<file path="src/rtl/apb_cmd_master.sv">
// apb_cmd_master
//   Converts a valid/ready command stream into two-phase APB transfers
//   (SETUP, then ACCESS with PREADY wait states). It returns exactly one
//   response per accepted command. Misaligned addresses are rejected
//   without touching the bus. A slave that holds PREADY low for too long
//   is abandoned after TIMEOUT_CYCLES ACCESS cycles.
//
// Ports
//   PCLK, PRESETn                    clock, asynchronous active-low reset
//   cmd_valid/cmd_ready              command handshake (ready only when idle)
//   cmd_write, cmd_addr, cmd_wdata   command payload
//   rsp_valid                        one-cycle response strobe (no back-pressure)
//   rsp_rdata, rsp_err               response payload, held until next response
//   PADDR, PSEL, PENABLE, PWRITE,
//   PWDATA                           APB requester outputs
//   PREADY, PSERR, PRDATA            APB completer inputs (used only in ACCESS)
module apb_cmd_master #(
  parameter int DATA_WIDTH     = 32,
  parameter int TIMEOUT_CYCLES = 16
) (
  input  logic                  PCLK,
  input  logic                  PRESETn,
  input  logic                  cmd_valid,
  output logic                  cmd_ready,
  input  logic                  cmd_write,
  input  logic [DATA_WIDTH-1:0] cmd_addr,
  input  logic [DATA_WIDTH-1:0] cmd_wdata,
  output logic                  rsp_valid,
  output logic [DATA_WIDTH-1:0] rsp_rdata,
  output logic                  rsp_err,
  output logic [DATA_WIDTH-1:0] PADDR,
  output logic                  PSEL,
  output logic                  PENABLE,
  output logic                  PWRITE,
  output logic [DATA_WIDTH-1:0] PWDATA,
  input  logic                  PREADY,
  input  logic                  PSERR,
  input  logic [DATA_WIDTH-1:0] PRDATA
);

  // Wide enough to hold TIMEOUT_CYCLES; one bit when the timeout is off.
  localparam int CNT_W = (TIMEOUT_CYCLES < 2) ? 1 : $clog2(TIMEOUT_CYCLES + 1);
  localparam logic [CNT_W-1:0] CNT_MAX  = {CNT_W{1'b1}};
  localparam logic [CNT_W-1:0] CNT_LAST = CNT_W'(TIMEOUT_CYCLES - 1);

  typedef enum logic [1:0] {IDLE, SETUP, ACCESS, RESP} state_t;

  state_t                  state, state_nxt;
  logic [CNT_W-1:0]        wait_cnt, wait_cnt_nxt;
  logic [DATA_WIDTH-1:0]   rsp_rdata_nxt;
  logic                    rsp_err_nxt;
  logic                    load_cmd;

  function automatic logic [CNT_W-1:0] sat_inc(input logic [CNT_W-1:0] v);
    return (v == CNT_MAX) ? v : v + 1'b1;
  endfunction

  // Bus strobes and handshakes decode straight from the state register, so
  // the asynchronous reset clears them immediately.
  assign cmd_ready = (state == IDLE);
  assign PSEL      = (state == SETUP) || (state == ACCESS);
  assign PENABLE   = (state == ACCESS);
  assign rsp_valid = (state == RESP);

  always_comb begin
    state_nxt     = state;
    wait_cnt_nxt  = wait_cnt;
    rsp_rdata_nxt = rsp_rdata;
    rsp_err_nxt   = rsp_err;
    load_cmd      = 1'b0;
    case (state)
      IDLE: begin
        if (cmd_valid) begin
          load_cmd = 1'b1;
          if (cmd_addr[1:0] != 2'b00) begin
            state_nxt     = RESP;
            rsp_err_nxt   = 1'b1;
            rsp_rdata_nxt = '0;
          end else begin
            state_nxt = SETUP;
          end
        end
      end
      SETUP: begin
        state_nxt    = ACCESS;
        wait_cnt_nxt = '0;
      end
      ACCESS: begin
        if (PREADY) begin
          state_nxt     = RESP;
          rsp_err_nxt   = PSERR;
          rsp_rdata_nxt = (!PWRITE && !PSERR) ? PRDATA : '0;
        end else if ((TIMEOUT_CYCLES != 0) && (wait_cnt == CNT_LAST)) begin
          state_nxt     = RESP;
          rsp_err_nxt   = 1'b1;
          rsp_rdata_nxt = '0;
        end else begin
          wait_cnt_nxt = sat_inc(wait_cnt);
        end
      end
      RESP:    state_nxt = IDLE;
      default: state_nxt = IDLE;
    endcase
  end

  always_ff @(posedge PCLK or negedge PRESETn) begin
    if (!PRESETn) begin
      state     <= IDLE;
      wait_cnt  <= '0;
      rsp_rdata <= '0;
      rsp_err   <= 1'b0;
      PADDR     <= '0;
      PWRITE    <= 1'b0;
      PWDATA    <= '0;
    end else begin
      state     <= state_nxt;
      wait_cnt  <= wait_cnt_nxt;
      rsp_rdata <= rsp_rdata_nxt;
      rsp_err   <= rsp_err_nxt;
      // Address/data stay put from SETUP through the end of ACCESS and
      // afterwards until the next command is taken.
      if (load_cmd) begin
        PADDR  <= cmd_addr;
        PWRITE <= cmd_write;
        PWDATA <= cmd_wdata;
      end
    end
  end

endmodule

</file>
<file path="config.mk">
export PLATFORM = sky130hd
export DESIGN_NAME = apb_cmd_master
export DESIGN_NICKNAME = d
export VERILOG_FILES = /design/src/rtl/apb_cmd_master.sv
export SDC_FILE = /design/constraint.sdc
export NUM_CORES = 1
export LEC_CHECK = 0
export BUFFER_PORTS_ARGS = -buffer_cell sky130_fd_sc_hd__buf_2
export CAP_MARGIN = 20
export CORE_MARGIN = 3
export CORE_UTILIZATION = 30
export DETAILED_ROUTE_END_ITERATION = 10
export PLACE_DENSITY = 0.58
export SYNTH_ARGS = -nofsm -noshare
export SYNTH_HDL_FRONTEND = slang
export SYNTH_SLANG_ARGS = --single-unit
</file>
<file path="constraint.sdc">
create_clock -name PCLK -period 2.22 [get_ports PCLK]
set_clock_uncertainty 0.15 [all_clocks]
set_input_delay 0.666 -clock PCLK [delete_from_list [all_inputs] [get_ports PCLK]]
set_output_delay 0.666 -clock PCLK [all_outputs]
set_load 0.01 [all_outputs]
</file>
==> results of run 1 <==
-- kinds of logic (layout without fill, tap and decap cells) --
logic type,Yosys count,count (layout)
buffers and inverters,52,262
muxes,98,98
adders and majority gates,7,7
and+or+nand+nor,56,56
AOI/OAI and AO/OA,9,9
DFF,105,105
-- final cells by class --
| type | instances | area share, % |
|---|---|---|
| clock inverter | 4 | 0.463 |
| sequential | 105 | 44.2 |
| multi-input combinational | 170 | 26.4 |
| inverter | 36 | 2.27 |
| tap | 180 | 3.79 |
| timing repair buffer | 210 | 18.9 |
| clock buffer | 12 | 3.98 |
-- sequential cells by signal, summed over array words and instances, names as in the netlist --
| signal | cells |
|---|---|
| PADDR | 32 |
| PWDATA | 32 |
| PWRITE | 1 |
| wait_cnt | 5 |
| rsp_err | 1 |
| state | 2 |
| rsp_rdata | 32 |
-- timing repair --
item | 4_1_cts | 5_1_grt
endpoints found under the setup margin | 2 | 4
buffers inserted | 0 | 1
pin swaps | 0 | 3
gates resized for setup | 2 | 6
hold buffers | 0 | 0
-- per-layer routing --
layer  part of all wire [%]  wire, um  vias to the layer above
met5                      0         0                        -
met4                    1.3       132                        0
met3                    9.4       971                        8
met2                     51      5270                      126
met1                     38      3960                     1529
li1                       -         -                     1491
-- cell usage after synthesis, drive strengths merged (2+ instances only) --
library cell	n	area, um^2
nand3b	3	22.5
nand2b	2	12.5
dfrtp	105	2630
mux2	66	743
clkbuf	6	22.5
nand2	36	135
mux2i	32	320
inv	36	135
nand3	6	30.0
ha	7	87.6
o21ai	2	10.0
a21oi	2	13.8
buf	10	50.1
-- critical path: cells and delay by family (launching register included) --
kind,cells,cell delay (ns)
AOI/OAI and AO/OA,1,0.13
adders and majority gates,2,0.36
DFF,1,0.41
and+or+nand+nor,3,1.06
-- metrics by stage --
step | setup TNS [ns] | total power, mW
after CTS | 0 | 7.79
after detailed placement | 0 | 6.27
after global placement | 0 | 6.16
final | 0 | 7.65
after floorplan | 0 | 4.93
after global routing | -0.0494 | 8.19
-- worst min-delay path by stage --
| stage | cells after the start | to | slack, ns | startpoint |
|---|---|---|---|---|
| 2_1_floorplan | 0 | PADDR[0] | 0.22 | PRESETn |
| 3_3_place_gp | 1 | PWDATA[3] | 0.32 | PWDATA[3] |
| 3_5_place_dp | 1 | PWDATA[1] | 0.33 | PWDATA[1] |
| 4_1_cts | 2 | PADDR[29] | 0.25 | PRESETn |
| 5_1_grt | 2 | PADDR[9] | 0.26 | PRESETn |
| 6_report | 2 | PADDR[29] | 0.24 | PRESETn |
-- layout by cell type (no fill, tap or decap) --
cell type and instances:
a21boi_2 1, a21oi_1 1, a21oi_4 1, a221oi_1 1
and3_4 1, buf_12 4, buf_2 202, buf_4 4
clkbuf_1 3, clkbuf_16 9, clkinv_2 2, clkinv_4 1
dfrtp_1 105, ha_1 2, ha_2 3, ha_4 2
inv_1 36, inv_6 1, mux2_1 15, mux2_2 51
mux2i_1 32, nand2_1 35, nand2_2 1, nand2b_1 2
nand3_1 6, nand3b_1 3, nand4b_1 1, nor3_1 1
nor3b_2 1, nor4b_1 1, nor4bb_4 1, o211ai_1 1
o21ai_1 1, o21ai_2 1, o22a_1 1, o22ai_1 1
or3_4 1, or3b_2 1, or4b_4 1
-- where the power goes --
group	switching, mW	leakage (nW)	internal (mW)
Clock	0.691	0.131	0.765
Combinational	1.54	1.51	1.58
Sequential	0.395	1.31	2.68
==> results.md, run 1 <==
- Critical path's largest stage delay: 0.51 ns
- EDFF count, synth: 0
- Gr busiest metal: met2
- Hold/Removal Path Class: in -> async
- Crit path cell chain: ha_2, and3_4, ha_4, or4b_4, or3_4, a21boi_2
- Main flop type after synthesis: dfrtp_1
- Multi-input combinational cell area: 1570 um^2
- WHS: 0.239 ns
- Grt ovf: 0
- Worst setup path endpoint: wait_cnt[3]
- Initial antenna violation count: 0
- Hpwl dp: 7.57 mm
- WL final: 10.3 mm
- Outcome: complete, no violations
- Worst Setup Start Kind: register
- Final worst path period share: 98.9%
- Final non-filler cell total: 717
- Final setup fails: 0
- R2R cell count: 6
- Fillers: 1,374
- Adder-Cell Fraction of Synth Area: 2.02%
- Clk buf depth: 2
- Final WS setup: 0.0251 ns
- Worst skew pair latency: 0.34 ns
- CTS Buf Count: 9
- Seq/Total Area, Yosys: 60.7%
- Yosys warning count: 0
- Starting density of the core: 30.9%
- Max Freq: 456 MHz
- R2r startpoint: wait_cnt[0]
- Vias in the first global route: 3,426
- PwrDens: 1290 nW/um^2
- CTS tree: done
- First-pass GRT wire length: 17.1 mm
- TritonRoute pass-1 iters: 4
- Netlist cell types: 29
- Total track usage: 13.3%
- Main combinational cell family by area after synthesis: multiplexers
- Vias per std cell: 4.40
- Max-slew violations: 0
- DRT antenna net count: 0
- Final Util: 42.5%
- DRC: 0
- Clock Root Buffer: clkbuf_16
- Leakage: 2.95 nW
- Async SR Flop Fraction: 100%
- Mapped Nets: 436
- WL per Instance: 14.4 um
- Cell count after synthesis: 327
- PortBufs: 203
- Max-cap violations: 0
- Die Span X: 126 um
- Ant diodes: 0
- Unrepaired setup endpoints after global routing: true
- Area Growth Syn to Fin: 37.4%
- Die height: 126 um
- I/O Pins: 204
- Dpl cells: 700
- Hold Fails Final Rpt: 0
- Flip-flop and latch area: 2630 um^2
- Place WS: 0.0267 ns
- Minimum clock period: 2.19 ns
- CP max FO: 4
- Compound-Gate Fraction of Synth Area: 1.45%
- Max_slew headroom: 58.8%
- WS Path Type: reg -> reg
- Simple logic cell fraction of the synthesized area: 6.39%
- Core area: 14,000 um^2
- GR Util met3: 6.23%
- Routability cong.: 0.756
- Mapped Area: 4330 um^2
- WP data required: 2.34 ns
- Seq cells post-synth: 105
- Arrival time worst endpoint: 2.31 ns
- Via count: 3,154
- Critical R2R Capture: wait_cnt[3]
- Fraction of layout cells with a size suffix above 1: 53.8%
- M1 GR Usage: 15.1%
- CP startpoint: wait_cnt[0]
- Layout Nets: 641
- Iter 0 DRT Violations: 92
- Least-Margin Pin Slew: 0.609 ns
- Die area: 15,900 um^2
- XOR/XNOR Fraction of Synth Area: 0%
- Proportion of synthesized area in mux cells: 24.6%
- Peak VDD IR: 771 uV
- Post-Layout Inst Area: 5940 um^2
- Largest net degree at the start of global routing: 106
- Clock-pin slew on the worst setup and hold paths: 0.07 ns
- Worst setup EP type: register
- Met2 GRT Util: 22.8%
- Crit-path slowest cell: or4b_4
- Placed Area: 5630 um^2
- Clock Sinks: 105
- Reg-to-reg slack, setup: 0.03 ns
- H-tree Lvls: 3
- Syn_area_per_cell: 13.2 um^2
- FP Rows: 43
No activity file was read; power rests on OpenSTA's default activity.
==> run 2, diff against run 1 <==
- BUFFER_PORTS_ARGS: -buffer_cell sky130_fd_sc_hd__buf_2 -> -buffer_cell sky130_fd_sc_hd__buf_4
- CORE_MARGIN: 3 -> default
- CORE_UTILIZATION: 30 -> 42
- PLACE_DENSITY: 0.58 -> 0.76
==> results.md, run 2 (same netlist as run 1, synthesis figures left out) <==
- Met2 GRT Util: 31.4% (+8.6 points)
- Max_slew headroom: 61.4% (+2.5 points)
- Peak VDD IR: 765 uV (-0.86%)
- DRT antenna net count: 0 (unchanged)
- Arrival time worst endpoint: 1.38 ns (-0.93 ns)
- Unrepaired setup endpoints after global routing: true
- Die Span X: 103 um (-18%)
- Reg-to-reg slack, setup: 0.07 ns (+0.04 ns)
- Crit path cell chain: inv_1, ha_2, buf_4, buf_4
- Starting density of the core: 43.8% (+13 points)
- CP max FO: 5 (+1)
- Most used cell, CP: buf_4
- Hold/Removal Path Class: reg -> reg
- WL per Instance: 14.9 um (+3.5%)
- Critical path's largest stage delay: 0.42 ns (-0.09 ns)
- Hpwl dp: 7.71 mm (+1.8%)
- Routability cong.: 0.718 (-5.0%)
- Sw frac: 33.0% (-1.3 points)
- Final non-filler cell total: 679 (-5.3%)
- Crit-path slowest cell: dfrtp_1
- Die area: 10,700 um^2 (-33%)
- Worst Setup Start Kind: register
- Final Util: 64.6% (+22 points)
- Gr busiest metal: met2
- Final worst path period share: 98.8% (about the same)
- Clock Power Share: 14.2% (-4.8 points)
- Hold_sp: rsp_err
- TritonRoute pass-1 iters: 4 (unchanged)
- First-pass GRT wire length: 15.7 mm (-8.0%)
- WL final: 10.1 mm (-2.0%)
- Dpl cells: 659 (-5.9%)
- Total track usage: 19.5% (+6.1 points)
- Grt ovf: 0 (unchanged)
- M1 GR Usage: 23.0% (+8.0 points)
- H-tree Lvls: 3 (unchanged)
- Outcome: complete, no violations
- Least-Margin Pin Slew: 0.571 ns (-0.0375 ns)
- Clock Root Buffer: clkbuf_8
- Max-slew violations: 0 (unchanged)
- Final setup TNS: 0 ns (unchanged)
- Critical R2R Capture: wait_cnt[3]
- PortBufs: 203 (unchanged)
- Clk buf depth: 2 (unchanged)
- Clock-pin slew on the worst setup and hold paths: 0.09 ns (+0.02 ns)
- Area Growth Syn to Fin: 47.3%
- Total Power: 7.95 mW (+3.9%)
- Ant diodes: 0 (unchanged)
- Most common cell after layout, fill and taps aside: buf_4
- Sequential share of power: 39.0% (-1.2 points)
- GR Util met3: 7.73% (+1.5 points)
- Regs by FF count: PADDR: 32 flops, PWDATA: 32 flops, rsp_rdata: 32 flops
- Max-cap violations: 0 (unchanged)
- Sw power: 2.63 mW (about the same)
- FP Rows: 36 (-16%)
- Minimum clock period: 2.19 ns (-0.000499 ns)
- Vias in the first global route: 3,361 (-1.9%)
- WS Path Type: reg -> out
- Layout Nets: 651 (+1.6%)
- Die height: 103 um (-18%)
- R2r startpoint: wait_cnt[0]
- Hold Fails Final Rpt: 0 (unchanged)
- Final setup fails: 0 (unchanged)
- Most frequent cells in the layout: buf_4 (213), dfrtp_1 (105), mux2_2 (51), inv_1 (36), nand2_1 (35)
- Worst Hold Endpoint: rsp_err
- WHS: 0.340 ns (+0.102 ns)
- Fraction of layout cells with a size suffix above 1: 53.8% (about the same)
- Worst skew pair latency: 0.36 ns (+0.02 ns)
- Logic pwr share: 46.7% (+6.0 points)
- Cell Int Power: 5.32 mW (+6.0%)
- DRC: 0 (unchanged)
- Vias per std cell: 4.72 (+7.3%)
- Leakage: 3.10 nW (+5.0%)
- CTS tree: done
- Largest net degree at the start of global routing: 57 (-46%)
- PwrDens: 1250 nW/um^2 (-3.1%)
- Clock Sinks: 105 (unchanged)
- Hold Path Depth: 1
- Worst setup EP type: primary output
- CTS Buf Count: 9 (unchanged)
- Initial antenna violation count: 0 (unchanged)
- Iter 0 DRT Violations: 41 (-55%)
- Via count: 3,205 (+1.6%)
- Core area: 9860 um^2 (-29%)
- Max Freq: 456 MHz (about the same)
- R2R cell count: 6 (unchanged)
- I/O Pins: 204 (unchanged)
- WP data required: 1.40 ns (-0.94 ns)
[run 2: cell type report]
type,instances,area [um^2]
Clock buffer,12,135
Clock inverter,3,42.5
Fill cell,798,3490
Inverter,36,135
Multi-Input combinational cell,170,1540
Sequential cell,105,2630
Tap cell,133,166
Timing Repair Buffer,220,1730
[run 2: through the flow]
stage	worst slack [ns]	area (um^2)
after detailed placement	0.00300	6150
after floorplan	0.00690	4340
after global routing	-0.0416	6370
final	0.0256	6370
after global placement	0.0910	6150
after CTS	0.00461	6370
[run 2: how the worst max path moves through the flow]
stage,slack (ns),start,depth (start not counted),end
5_1_grt,-0.04,state[1],4,cmd_ready
3_3_place_gp,0.09,wait_cnt[1],6,wait_cnt[3]
4_1_cts,0.005,state[0],4,PENABLE
2_1_floorplan,0.007,wait_cnt[1],7,wait_cnt[3]
6_report,0.03,state[1],4,cmd_ready
3_5_place_dp,0.003,wait_cnt[0],7,rsp_rdata[21]
[run 2: power groups by stage]
stage | Sequential [mW] | Clock, mW | Combinational, mW
floorplan | 3.44 | 0 | 1.49
global placement | 3.10 | 0 | 3.61
detailed placement | 3.15 | 0 | 3.70
CTS | 3.11 | 1.17 | 3.77
global route | 3.20 | 1.25 | 4.04
finish | 3.10 | 1.13 | 3.72
[run 2: critical path: cells and delay by family (launching register included)]
family                     cells  cell delay [ns]
adders and majority gates      1             0.22
DFF                            1             0.42
buffers and inverters          3             0.38
[run 2: what timing repair did]
item,CTS,global route
hold buffers,1,0
buffers inserted,4,0
pin swaps,0,1
hold endpoints to repair,1,0
gates resized for setup,1,2
endpoints found under the setup margin,5,3
[run 2: metal layers]
metal,wire [um],vias to the layer above,share of wire (%)
met1,4020,1535,40
met5,0,-,0
met4,198,0,2.0
li1,-,1510,-
met2,4780,147,47
met3,1130,13,11
